`src/rtl/h14tx_pkg.sv`:
```
// Shared types, mode table and divider-select encoding for the HDMI TX clock manager.
package h14tx_pkg;

  // Index width of the divider table; the table holds up to MAX_MODES entries.
  localparam int unsigned MODE_IDX_W = 3;
  localparam int unsigned MAX_MODES  = 8;

  // Raw PLL divider values for one mode.
  typedef struct packed {
    logic [5:0] idiv;
    logic [6:0] mdiv;
    logic [6:0] odiv;
  } pll_cfg_t;

  // Dynamic divider selects as presented to the PLL.
  typedef struct packed {
    logic [5:0] idsel;
    logic [6:0] mdsel;
    logic [6:0] odsel;
  } pll_sel_t;

  typedef enum logic [2:0] {
    RST_PLL   = 3'd0,
    WAIT_LOCK = 3'd1,
    SETTLE    = 3'd2,
    RUN       = 3'd3,
    FAULT     = 3'd4
  } clk_state_e;

  // Divider table; the first NumModes entries are reachable from the top level.
  localparam pll_cfg_t MODE_TABLE [MAX_MODES] = '{
    '{idiv: 6'd3, mdiv: 7'd55, odiv: 7'd4},
    '{idiv: 6'd1, mdiv: 7'd27, odiv: 7'd8},
    '{idiv: 6'd4, mdiv: 7'd37, odiv: 7'd2},
    '{idiv: 6'd2, mdiv: 7'd25, odiv: 7'd4},
    '{idiv: 6'd1, mdiv: 7'd10, odiv: 7'd16},
    '{idiv: 6'd2, mdiv: 7'd40, odiv: 7'd8},
    '{idiv: 6'd5, mdiv: 7'd62, odiv: 7'd2},
    '{idiv: 6'd1, mdiv: 7'd20, odiv: 7'd4}
  };

  // Gowin dynamic selects are the two's complement of the divider value
  // within the select field width (2^W - divider).
  function automatic pll_sel_t encode_sel(input pll_cfg_t cfg);
    pll_sel_t sel;
    sel.idsel = 6'd0 - cfg.idiv;
    sel.mdsel = 7'd0 - cfg.mdiv;
    sel.odsel = 7'd0 - cfg.odiv;
    return sel;
  endfunction

  // Encoded selects for a table entry.
  function automatic pll_sel_t mode_sel(input logic [MODE_IDX_W-1:0] idx);
    return encode_sel(MODE_TABLE[idx]);
  endfunction

endpackage

```
`src/rtl/h14tx_sync_bit.sv`:
```
// Two-flop synchroniser for a single asynchronous level into the clk domain.
module h14tx_sync_bit (
  input  logic clk,
  input  logic rst_n,
  input  logic d,
  output logic q
);

  logic meta_r;
  logic sync_r;

  // Shift the asynchronous level through two flops to resolve metastability.
  always_ff @(posedge clk or negedge rst_n) begin
    if (!rst_n) begin
      meta_r <= 1'b0;
      sync_r <= 1'b0;
    end else begin
      meta_r <= d;
      sync_r <= meta_r;
    end
  end

  assign q = sync_r;

endmodule

```
`src/rtl/h14tx_clk_mgr.sv`:
```
// PLL bring-up sequencer for the HDMI TX clock: reset pulse, lock wait with
// timeout and retries, settle period, run with lock-loss recovery, and a
// mode-change handshake that reprograms the PLL dividers.
module h14tx_clk_mgr
  import h14tx_pkg::*;
#(
  parameter int unsigned NumModes     = 4,
  parameter int unsigned DefaultMode  = 0,
  parameter int unsigned ResetCycles  = 16,
  parameter int unsigned LockTimeout  = 4096,
  parameter int unsigned StableCycles = 256,
  parameter int unsigned MaxRetries   = 3
) (
  input  logic                          clk,
  input  logic                          rst_n,
  input  logic                          pll_lock,
  input  logic                          cfg_valid,
  output logic                          cfg_ready,
  input  logic [$clog2(NumModes):0]     cfg_mode,
  output logic                          cfg_err,
  output logic                          pll_rst,
  output logic [5:0]                    idsel,
  output logic [6:0]                    mdsel,
  output logic [6:0]                    odsel,
  output logic                          tmds_en,
  output logic                          locked,
  output logic                          fault,
  output logic [$clog2(NumModes)-1:0]   cur_mode,
  output logic [7:0]                    unlock_cnt
);

  localparam int unsigned MODE_W    = $clog2(NumModes);
  localparam int unsigned CFG_W     = MODE_W + 1;
  localparam int unsigned RST_CNT_W = $clog2(ResetCycles + 1);
  localparam int unsigned TO_CNT_W  = $clog2(LockTimeout + 1);
  localparam int unsigned ST_CNT_W  = $clog2(StableCycles + 1);
  localparam int unsigned RETRY_W   = $clog2(MaxRetries + 1);

  localparam logic [RST_CNT_W-1:0] RST_LAST = RST_CNT_W'(ResetCycles - 1);
  localparam logic [TO_CNT_W-1:0]  TO_LAST  = TO_CNT_W'(LockTimeout - 1);
  localparam logic [ST_CNT_W-1:0]  ST_LAST  = ST_CNT_W'(StableCycles - 1);
  localparam pll_sel_t             DEFAULT_SEL = mode_sel(MODE_IDX_W'(DefaultMode));

  logic                 lock_s;
  clk_state_e           state_r, state_n, retry_fail_state_s;
  logic [RST_CNT_W-1:0] rst_cnt_r, rst_cnt_n;
  logic [TO_CNT_W-1:0]  to_cnt_r, to_cnt_n;
  logic [ST_CNT_W-1:0]  st_cnt_r, st_cnt_n;
  logic [RETRY_W-1:0]   retry_r, retry_n, retry_inc_s;
  logic [7:0]           unlock_cnt_r, unlock_n;
  logic [MODE_W-1:0]    cur_mode_r, mode_n;
  pll_sel_t             sel_r, sel_n;
  logic                 err_n;
  logic                 accept_s, mode_ok_s, state_change_s;
  logic                 pll_rst_r, tmds_en_r, locked_r, fault_r, cfg_ready_r, cfg_err_r;

  h14tx_sync_bit u_lock_sync (
    .clk   (clk),
    .rst_n (rst_n),
    .d     (pll_lock),
    .q     (lock_s)
  );

  assign accept_s           = cfg_valid && cfg_ready_r;
  assign mode_ok_s          = (cfg_mode < CFG_W'(NumModes));
  assign retry_inc_s        = retry_r + RETRY_W'(1);
  assign retry_fail_state_s = (retry_inc_s < RETRY_W'(MaxRetries)) ? RST_PLL : FAULT;
  assign state_change_s     = (state_n != state_r);

  // Next-state, counter, retry/unlock bookkeeping and mode-request handling.
  always_comb begin
    state_n   = state_r;
    rst_cnt_n = rst_cnt_r;
    to_cnt_n  = to_cnt_r;
    st_cnt_n  = st_cnt_r;
    retry_n   = retry_r;
    unlock_n  = unlock_cnt_r;
    mode_n    = cur_mode_r;
    sel_n     = sel_r;
    err_n     = 1'b0;
    case (state_r)
      RST_PLL: begin
        if (rst_cnt_r == RST_LAST) begin
          state_n = WAIT_LOCK;
        end else begin
          rst_cnt_n = rst_cnt_r + RST_CNT_W'(1);
        end
      end
      WAIT_LOCK: begin
        if (lock_s) begin
          state_n = SETTLE;
        end else if (to_cnt_r == TO_LAST) begin
          retry_n = retry_inc_s;
          state_n = retry_fail_state_s;
        end else begin
          to_cnt_n = to_cnt_r + TO_CNT_W'(1);
        end
      end
      SETTLE: begin
        if (!lock_s) begin
          retry_n = retry_inc_s;
          state_n = retry_fail_state_s;
        end else if (st_cnt_r == ST_LAST) begin
          retry_n = RETRY_W'(0);
          state_n = RUN;
        end else begin
          st_cnt_n = st_cnt_r + ST_CNT_W'(1);
        end
      end
      RUN: begin
        // A lock loss in RUN is a recovery, not a failed attempt: no retry count.
        if (!lock_s) begin
          state_n  = RST_PLL;
          unlock_n = (unlock_cnt_r == 8'hFF) ? unlock_cnt_r : unlock_cnt_r + 8'd1;
        end else begin
          state_n = RUN;
        end
      end
      FAULT: begin
        state_n = FAULT;
      end
      default: begin
        state_n = RST_PLL;
      end
    endcase
    // A valid request overrides any lock-loss transition but keeps its unlock count.
    if (accept_s && mode_ok_s) begin
      mode_n  = cfg_mode[MODE_W-1:0];
      sel_n   = mode_sel(MODE_IDX_W'(cfg_mode));
      retry_n = RETRY_W'(0);
      state_n = RST_PLL;
    end else if (accept_s) begin
      err_n = 1'b1;
    end else begin
      err_n = 1'b0;
    end
  end

  // State, counters and registered outputs; counters restart on every state entry.
  always_ff @(posedge clk or negedge rst_n) begin
    if (!rst_n) begin
      state_r      <= RST_PLL;
      rst_cnt_r    <= RST_CNT_W'(0);
      to_cnt_r     <= TO_CNT_W'(0);
      st_cnt_r     <= ST_CNT_W'(0);
      retry_r      <= RETRY_W'(0);
      unlock_cnt_r <= 8'd0;
      cur_mode_r   <= MODE_W'(DefaultMode);
      sel_r        <= DEFAULT_SEL;
      pll_rst_r    <= 1'b1;
      tmds_en_r    <= 1'b0;
      locked_r     <= 1'b0;
      fault_r      <= 1'b0;
      cfg_ready_r  <= 1'b0;
      cfg_err_r    <= 1'b0;
    end else begin
      state_r      <= state_n;
      rst_cnt_r    <= state_change_s ? RST_CNT_W'(0) : rst_cnt_n;
      to_cnt_r     <= state_change_s ? TO_CNT_W'(0) : to_cnt_n;
      st_cnt_r     <= state_change_s ? ST_CNT_W'(0) : st_cnt_n;
      retry_r      <= retry_n;
      unlock_cnt_r <= unlock_n;
      cur_mode_r   <= mode_n;
      sel_r        <= sel_n;
      pll_rst_r    <= (state_n == RST_PLL);
      tmds_en_r    <= (state_n == RUN);
      locked_r     <= (state_n == RUN);
      fault_r      <= (state_n == FAULT);
      cfg_ready_r  <= (state_n == RUN) || (state_n == FAULT);
      cfg_err_r    <= err_n;
    end
  end

  assign cfg_ready  = cfg_ready_r;
  assign cfg_err    = cfg_err_r;
  assign pll_rst    = pll_rst_r;
  assign idsel      = sel_r.idsel;
  assign mdsel      = sel_r.mdsel;
  assign odsel      = sel_r.odsel;
  assign tmds_en    = tmds_en_r;
  assign locked     = locked_r;
  assign fault      = fault_r;
  assign cur_mode   = cur_mode_r;
  assign unlock_cnt = unlock_cnt_r;

endmodule

```
`config.mk`:
```
export PLATFORM = sky130hd
export DESIGN_NAME = h14tx_clk_mgr
export DESIGN_NICKNAME = d
export VERILOG_FILES = /design/src/rtl/h14tx_pkg.sv /design/src/rtl/h14tx_sync_bit.sv /design/src/rtl/h14tx_clk_mgr.sv
export SDC_FILE = /design/constraint.sdc
export NUM_CORES = 1
export LEC_CHECK = 0
export ABC_CLOCK_PERIOD_IN_PS = 3400
export BUFFER_PORTS_ARGS = -buffer_cell sky130_fd_sc_hd__buf_2
export CORE_ASPECT_RATIO = 1.5
export CORE_MARGIN = 1
export CORE_UTILIZATION = 50
export CTS_CLUSTER_SIZE = 20
export DETAILED_ROUTE_END_ITERATION = 10
export GPL_ROUTABILITY_DRIVEN = 0
export PLACE_DENSITY = 0.71
export SYNTH_ARGS = -nofsm -noshare
export SYNTH_HDL_FRONTEND = slang
export SYNTH_SLANG_ARGS = --single-unit
```
`constraint.sdc`:
```
create_clock -name clk -period 3.4 [get_ports clk]
set_input_delay 0.34 -clock clk [delete_from_list [all_inputs] [get_ports clk]]
set_output_delay 0.34 -clock clk [all_outputs]
set_load 0.02 [all_outputs]
```
Word-level counts from Yosys, hierarchy flattened
Memory sizes are Yosys's and may differ from the RTL's.
Index checks and enable logic that the tools add are counted.
{ "totals": {"mem_bits_ro": 160, "mem_count": 1, "output_inout_bits": 36, "reg_bits": 69, "latch_bits": 0, "mem_bits_rw": 0, "wordCells": 95, "inputBits": 7} }
{ "memory_table": {"columns": ["memory", "depth", "word_bits", "read_ports", "rd_clocked_by_memory_dff", "wr", "line_no", "source"], "rows": [
  ["(name not given)", 8, 20, 1, 0, 0, "h14tx_pkg.sv:54", "return encode_sel(MODE_TABLE[idx]);"]
]} }
{ "op_classes": {"order_cmp": 3, "add_sub_neg": 8, "n_mul": 0, "div": 0, "eq_ne": 18, "bitwise_logic": 3, "muxes": 30, "n_shift": 0, "reduce_logical": 15} }
{ "ops": {"columns": ["operator", "count"], "rows": [
  ["two-way mux 13 bit", 4],
  ["two-way mux 20 bit", 2],
  ["two-way mux 9 bit", 4],
  ["two-way mux 3 bit", 7],
  ["two-way mux 5 bit", 3],
  ["case mux 3 bit (5 select lines)", 1],
  ["subtractor 1 x 7 -> 7 bit, first input constant", 2],
  ["adder 13 x 1 -> 13 bit, second input constant", 1],
  ["== test 13 x 12 -> 1 bit, second input constant", 1],
  ["two-way mux 2 bit", 6],
  ["adder 9 x 1 -> 9 bit, second input constant", 1],
  ["== test 3 x 2 -> 1 bit, second input constant", 3],
  ["== test 9 x 8 -> 1 bit, second input constant", 1],
  ["AND reduction 3 bit", 3],
  ["adder 8 x 1 -> 8 bit, second input constant", 1],
  ["== test 8 bit, second input constant", 1],
  ["!= test 2 bit, second input constant", 4],
  ["nonzero test 2 bit", 4],
  ["== test 3 bit, second input constant", 2],
  ["logical NOT 3 bit", 2],
  ["!= test 3 bit, second input constant", 2],
  ["subtractor 1 x 6 -> 6 bit, first input constant", 1],
  ["adder 5 x 1 -> 5 bit, second input constant", 1],
  ["== test 5 x 4 -> 1 bit, second input constant", 1],
  ["16 further kinds", 19]
]} }

Depth between registers and ports, before layout
{ "logic_depth": {"depth_word": 10, "ltp_mapped": 10, "ltp_nobuf": 9} }

By module
From an unflattened synthesis, not the netlist that was laid out.
{ "hier_totals": {"cells_unflattened": 328, "area_unflattened_um2": 3229.3} }
{ "modules_own_cells": {"columns": ["module", "n_inst", "area_each_um2", "seq_area_each_um2", "cells_each"], "rows": [
  ["h14tx_clk_mgr", 1, 3179.3, 1642.8, 326],
  ["h14tx_sync_bit", 1, 50.0, 50.0, 2]
]} }

Worst setup path after synthesis
OpenSTA, ideal clock, no wires.
{ "synth_path": {"path_type": "register to register", "from": "reg st_cnt_r[2]", "to": "reg to_cnt_r[4]", "path_buffers": 1, "period_less_slack_ns": 2.282, "arrival_time_ns": 2.212, "required_ns": 3.330, "setup_time_ns": 0.070, "setup_slack_ns": 1.118, "path_stages_with_launch": 11, "path_cell_list": "dfrtp_1 -> and3_1 -> and3_1 -> and3_1 -> ha_1 -> o211ai_1 -> a21oi_1 -> a311oi_2 -> o221ai_4 -> buf_6 -> nor2_2"} }
{ "synth_between": {"elab_chain_cells": 8, "word_cells_on_any_way": 11, "cone_classes": "4 x eq/ne; 5 x mux; 2 x reduce/logical"} }
{ "synth_rtl": {"columns": ["item", "line_no", "source"], "rows": [
  ["from (decl)", "h14tx_clk_mgr.sv:48", "logic [ST_CNT_W-1:0] st_cnt_r, st_cnt_n;"],
  ["from (signal assigned)", "h14tx_clk_mgr.sv:160", "st_cnt_r <= state_change_s ? ST_CNT_W'(0) : st_cnt_n;"],
  ["== test 9 x 8 -> 1 bit (*)", "h14tx_clk_mgr.sv:103", "end else if (st_cnt_r == ST_LAST) begin"],
  ["two-way mux 3 bit (*)", "h14tx_clk_mgr.sv:103", null],
  ["two-way mux 3 bit (*)", "h14tx_clk_mgr.sv:100", "if (!lock_s) begin"],
  ["case mux 3 bit (5 select lines) (*)", "h14tx_clk_mgr.sv:81", "case (state_r)"],
  ["two-way mux 3 bit (*)", "h14tx_clk_mgr.sv:127", "if (accept_s && mode_ok_s) begin"],
  ["!= test 3 bit (*)", "h14tx_clk_mgr.sv:68", "assign state_change_s = (state_n != state_r);"],
  ["!= test 2 bit (no source line) / nonzero test 2 bit (equally long branches)", null, null],
  ["AND reduction 3 bit (no source line)", null, null],
  ["to (signal assigned)", "h14tx_clk_mgr.sv:159", "to_cnt_r <= state_change_s ? TO_CNT_W'(0) : to_cnt_n;"],
  ["to (decl)", "h14tx_clk_mgr.sv:47", "logic [TO_CNT_W-1:0] to_cnt_r, to_cnt_n;"]
]} }
Every way passes the cells marked *; elsewhere a longest branch is shown, timed or not.
A chain may end at the register's enable or synchronous reset.

Final worst setup path
{ "layout_path": {"from": "reg st_cnt_r[2]", "to": "reg rst_cnt_r[4]"} }
{ "layout_between": {"elab_chain_cells": 8, "word_cells_on_any_way": 10, "cone_classes": "3 x eq/ne; 5 x mux; 2 x reduce/logical"} }
{ "layout_rtl": {"columns": ["item", "line_no", "source"], "rows": [
  ["== test 9 x 8 -> 1 bit (*)", "h14tx_clk_mgr.sv:103", null],
  ["two-way mux 3 bit (*)", "h14tx_clk_mgr.sv:103", null],
  ["two-way mux 3 bit (*)", "h14tx_clk_mgr.sv:100", null],
  ["case mux 3 bit (5 select lines) (*)", "h14tx_clk_mgr.sv:81", null],
  ["two-way mux 3 bit (*)", "h14tx_clk_mgr.sv:127", null],
  ["!= test 3 bit (*)", "h14tx_clk_mgr.sv:68", null],
  ["!= test 2 bit (no source line) / nonzero test 2 bit (equally long branches)", null, null],
  ["AND reduction 2 bit (no source line)", null, null],
  ["to (signal assigned)", "h14tx_clk_mgr.sv:158", "rst_cnt_r <= state_change_s ? RST_CNT_W'(0) : rst_cnt_n;"],
  ["to (decl)", "h14tx_clk_mgr.sv:46", "logic [RST_CNT_W-1:0] rst_cnt_r, rst_cnt_n;"]
]} }
Marked as above.

==> metrics.md <==
| Metric | Value |
|---|---|
| Initial Utilization | `51.7%` |
| Leakage | `1.88 nW` |
| Antenna cells | `0` |
| First DRT Iteration DRCs | `122` |
| Skew-Pair Late Insertion Delay | `340 ps` |
| Vias per cell | `5.34` |
| Cell taking the most area after synthesis | `dfrtp_1` |
| Final slew viol count | `0` |
| Die Ht | `102 µm` |
| TritonCTS Sinks | `67` |
| Core Region | `6440 µm²` |
| PortBufs | `41` |
| Synthesized flop and latch total | `67` |
| Routed Antenna Nets | `0` |
| Power Density | `606 nW/µm²` |
| Top cells by area, synth | `dfrtp_1 41%, dfstp_2 10%, ha_1 5.6%` |
| VDD IR-drop max | `0.000221 V` |
| Placed cell count | `426` |
| Syn Inst Count | `318` |
| Post-Route WL | `6040 µm` |
| Crit end category | `flip-flop` |
| Synth unique cells | `53` |
| Outcome | `complete, no violations` |
| Worst min path class | `in2reg` |
| Hold WS | `102 ps` |
| All-Layer GR Usage | `18.9%` |
| WP data arrival | `2930 ps` |
| Post-CTS setup buffer count | `0` |
| Cell Area, Synth | `3330 µm²` |
| Layout cell share with drive strength beyond 1 | `26.5%` |
| Net count, final | `383` |
| Drt drc | `0` |
| EDFF count, synth | `0` |
| Die ar. | `6990 µm²` |
| Post-route cell area | `3740 µm²` |
| Wire per inst | `13.7 µm` |
| Clock Skew | `5.50 ps` |
| Yosys top cell area share | `40.6%` |
| Max Clk Rate | `0.372 GHz` |
| Cts repair resizes | `0` |
| Worst-Margin Slew | `951 ps` |
| Max-cap viol count | `0` |
| Num rows | `36` |
| Die Width | `68.6 µm` |
| Syn avg cell area | `10.5 µm²` |
| WS Path Type | `reg2reg` |
| DRT Pass-1 Iters | `4` |
| Max Buffers Root-to-Sink | `2` |
| Final setup violation count | `0` |
| Reg clk slew, reported paths | `70 ps` |
| Initial antenna violation count | `0` |
| Register area share after synthesis | `50.9%` |
| RSZ-0062 raised after global routing | `false` |
| First-pass GRT wire length | `9630 µm` |
| Number of buffers created by CTS | `9` |
| Non-Filler Instances | `442` |
| Vias in the first global route | `2,191` |
| Endpoints failing hold | `0` |
| CP startpoint kind | `flip-flop` |
| Post-route setup TNS | `0 ps` |
| Synth async-reset ratio | `100%` |
| Post-DP Area | `3550 µm²` |
| Dominant synthesized flop cell | `dfrtp_1` |
| H-tree depth | `3` |
| TritonCTS clock tree | `done` |
| Critical Path RT | `3650 ps` |
| Largest net degree at the start of global routing | `45` |
| Gr ovfl total | `0` |
| Hold-fix buffers, CTS | `0` |
| Period utilization | `79.1%` |
| CTS root buf | `clkbuf_8` |
| Pwr Total | `0.00227 W` |
| Rel. slew slack | `36.6%` |
| Detail Placement HPWL | `4130 µm` |
| P&R area growth vs syn | `12.4%` |
| Ys Warns | `0` |
| Syn Nets | `340` |
| Final worst path period need | `2690 ps` |
| Boundary Pins | `43` |
| Vias | `2,360` |
| Critical path peak fanout | `27` |
==> registers in the layout (all words and copies together), names as in the netlist <==
name and cells:
mdsel 7, to_cnt_r 13, u_lock_sync.meta_r 1, cfg_err 1, state_r 3, u_lock_sync.q 1, fault 1, odsel 6
locked 1, st_cnt_r 9, cur_mode 2, unlock_cnt 8, retry_r 2, rst_cnt_r 5, cfg_ready 1, pll_rst 1
idsel 5
==> Yosys cell counts (5+ instances only) <==
library cell  count
ha_1             15
dfrtp_1          54
nand4_1           8
inv_1            15
o21ai_0          10
xnor2_1          16
nand2_1          44
nor2_1           36
buf_6             5
dfstp_2          13
xor2_1           13
nand3_1           7
nor2_2           11
and3_1            6
==> cells in the final DEF, fill, tap and decap left out, types with 3 or more instances in the layout <==
| cell type | instances |
|---|---|
| dfstp_2 | 13 |
| nand3_1 | 7 |
| ha_1 | 15 |
| dfrtp_1 | 54 |
| o21ai_0 | 10 |
| buf_4 | 5 |
| inv_1 | 15 |
| mux2i_1 | 3 |
| buf_2 | 41 |
| nor2_2 | 11 |
| and3_1 | 6 |
| nand4_1 | 8 |
| xor2_1 | 13 |
| nand2_1 | 44 |
| o22ai_1 | 3 |
| nor4_1 | 4 |
| nor3_1 | 4 |
| nor2_1 | 36 |
| a21oi_1 | 3 |
| nand2b_1 | 4 |
| xnor2_1 | 16 |
| a31oi_1 | 3 |
| clkbuf_8 | 13 |
==> metal layers <==
metal	vias to the layer above	share of wire, %	track usage (%)
li1	1155	-	-
met1	1143	42	20.9
met2	45	51	31.2
met3	17	3.3	5.36
met4	0	3.0	11.4
met5	-	0	0
==> worst max-delay path, cell delays in order, from the launching register on <==
cell,delay [ps]
dfrtp_1,420
and3_1,210
and3_1,190
and3_1,180
ha_1,210
o211ai_1,170
a21oi_1,150
a311oi_2,400
o221ai_4,160
buf_4,270
a211oi_1,220
==> cells by family (layout without fill, tap and decap cells) <==
| family | after synthesis | in the layout | synth area share [%] |
|---|---|---|---|
| other | 1 | 1 | 0.113 |
| AOI/OAI and AO/OA | 33 | 33 | 7.86 |
| and+or+nand+nor | 140 | 140 | 21.4 |
| muxes | 4 | 4 | 1.24 |
| xor gates and xnor gates | 29 | 29 | 7.63 |
| buffers and inverters | 29 | 77 | 5.19 |
| DFF | 67 | 67 | 50.9 |
| adders and majority gates | 15 | 15 | 5.64 |
==> final cells by class <==
class / count / area (µm²)
clock buffer: 15 / 186
timing repair buffer: 46 / 243
inverter: 15 / 56.3
multi-input combinational: 222 / 1460
fill: 582 / 2700
tap: 76 / 95.1
clock inverter: 1 / 5.00
sequential: 67 / 1690
==> power breakdown <==
group / internal (W) / leakage, nW / switching, W
sequential: 0.000952 / 0.866 / 0.0000958
clock: 0.000344 / 0.0997 / 0.000280
combinational: 0.000225 / 0.914 / 0.000370
total: 0.00152 / 1.88 / 0.000747
==> final timing paths <==
path	from	slack [ps]	depth (start not counted)	endpoint
min in group asynchronous	rst_n	140	1	cur_mode[1]
max in group asynchronous	rst_n	2340	2	pll_rst
setup / recovery	st_cnt_r[2]	710	10	rst_cnt_r[4]
hold reg to reg	u_lock_sync.meta_r	350	0	u_lock_sync.q
hold / removal	pll_lock	100	1	u_lock_sync.meta_r
setup reg to reg	st_cnt_r[2]	710	10	rst_cnt_r[4]
==> per-stage QoR <==
stage | worst slack [ps] | util, %
global route | 600 | 58.1
global placement | 923 | 55.1
floorplan | 1120 | -
detailed placement | 780 | 55.1
finish | 712 | 58.1
CTS | 724 | 58.1
Note: power is estimated with default switching activity, not from simulation.
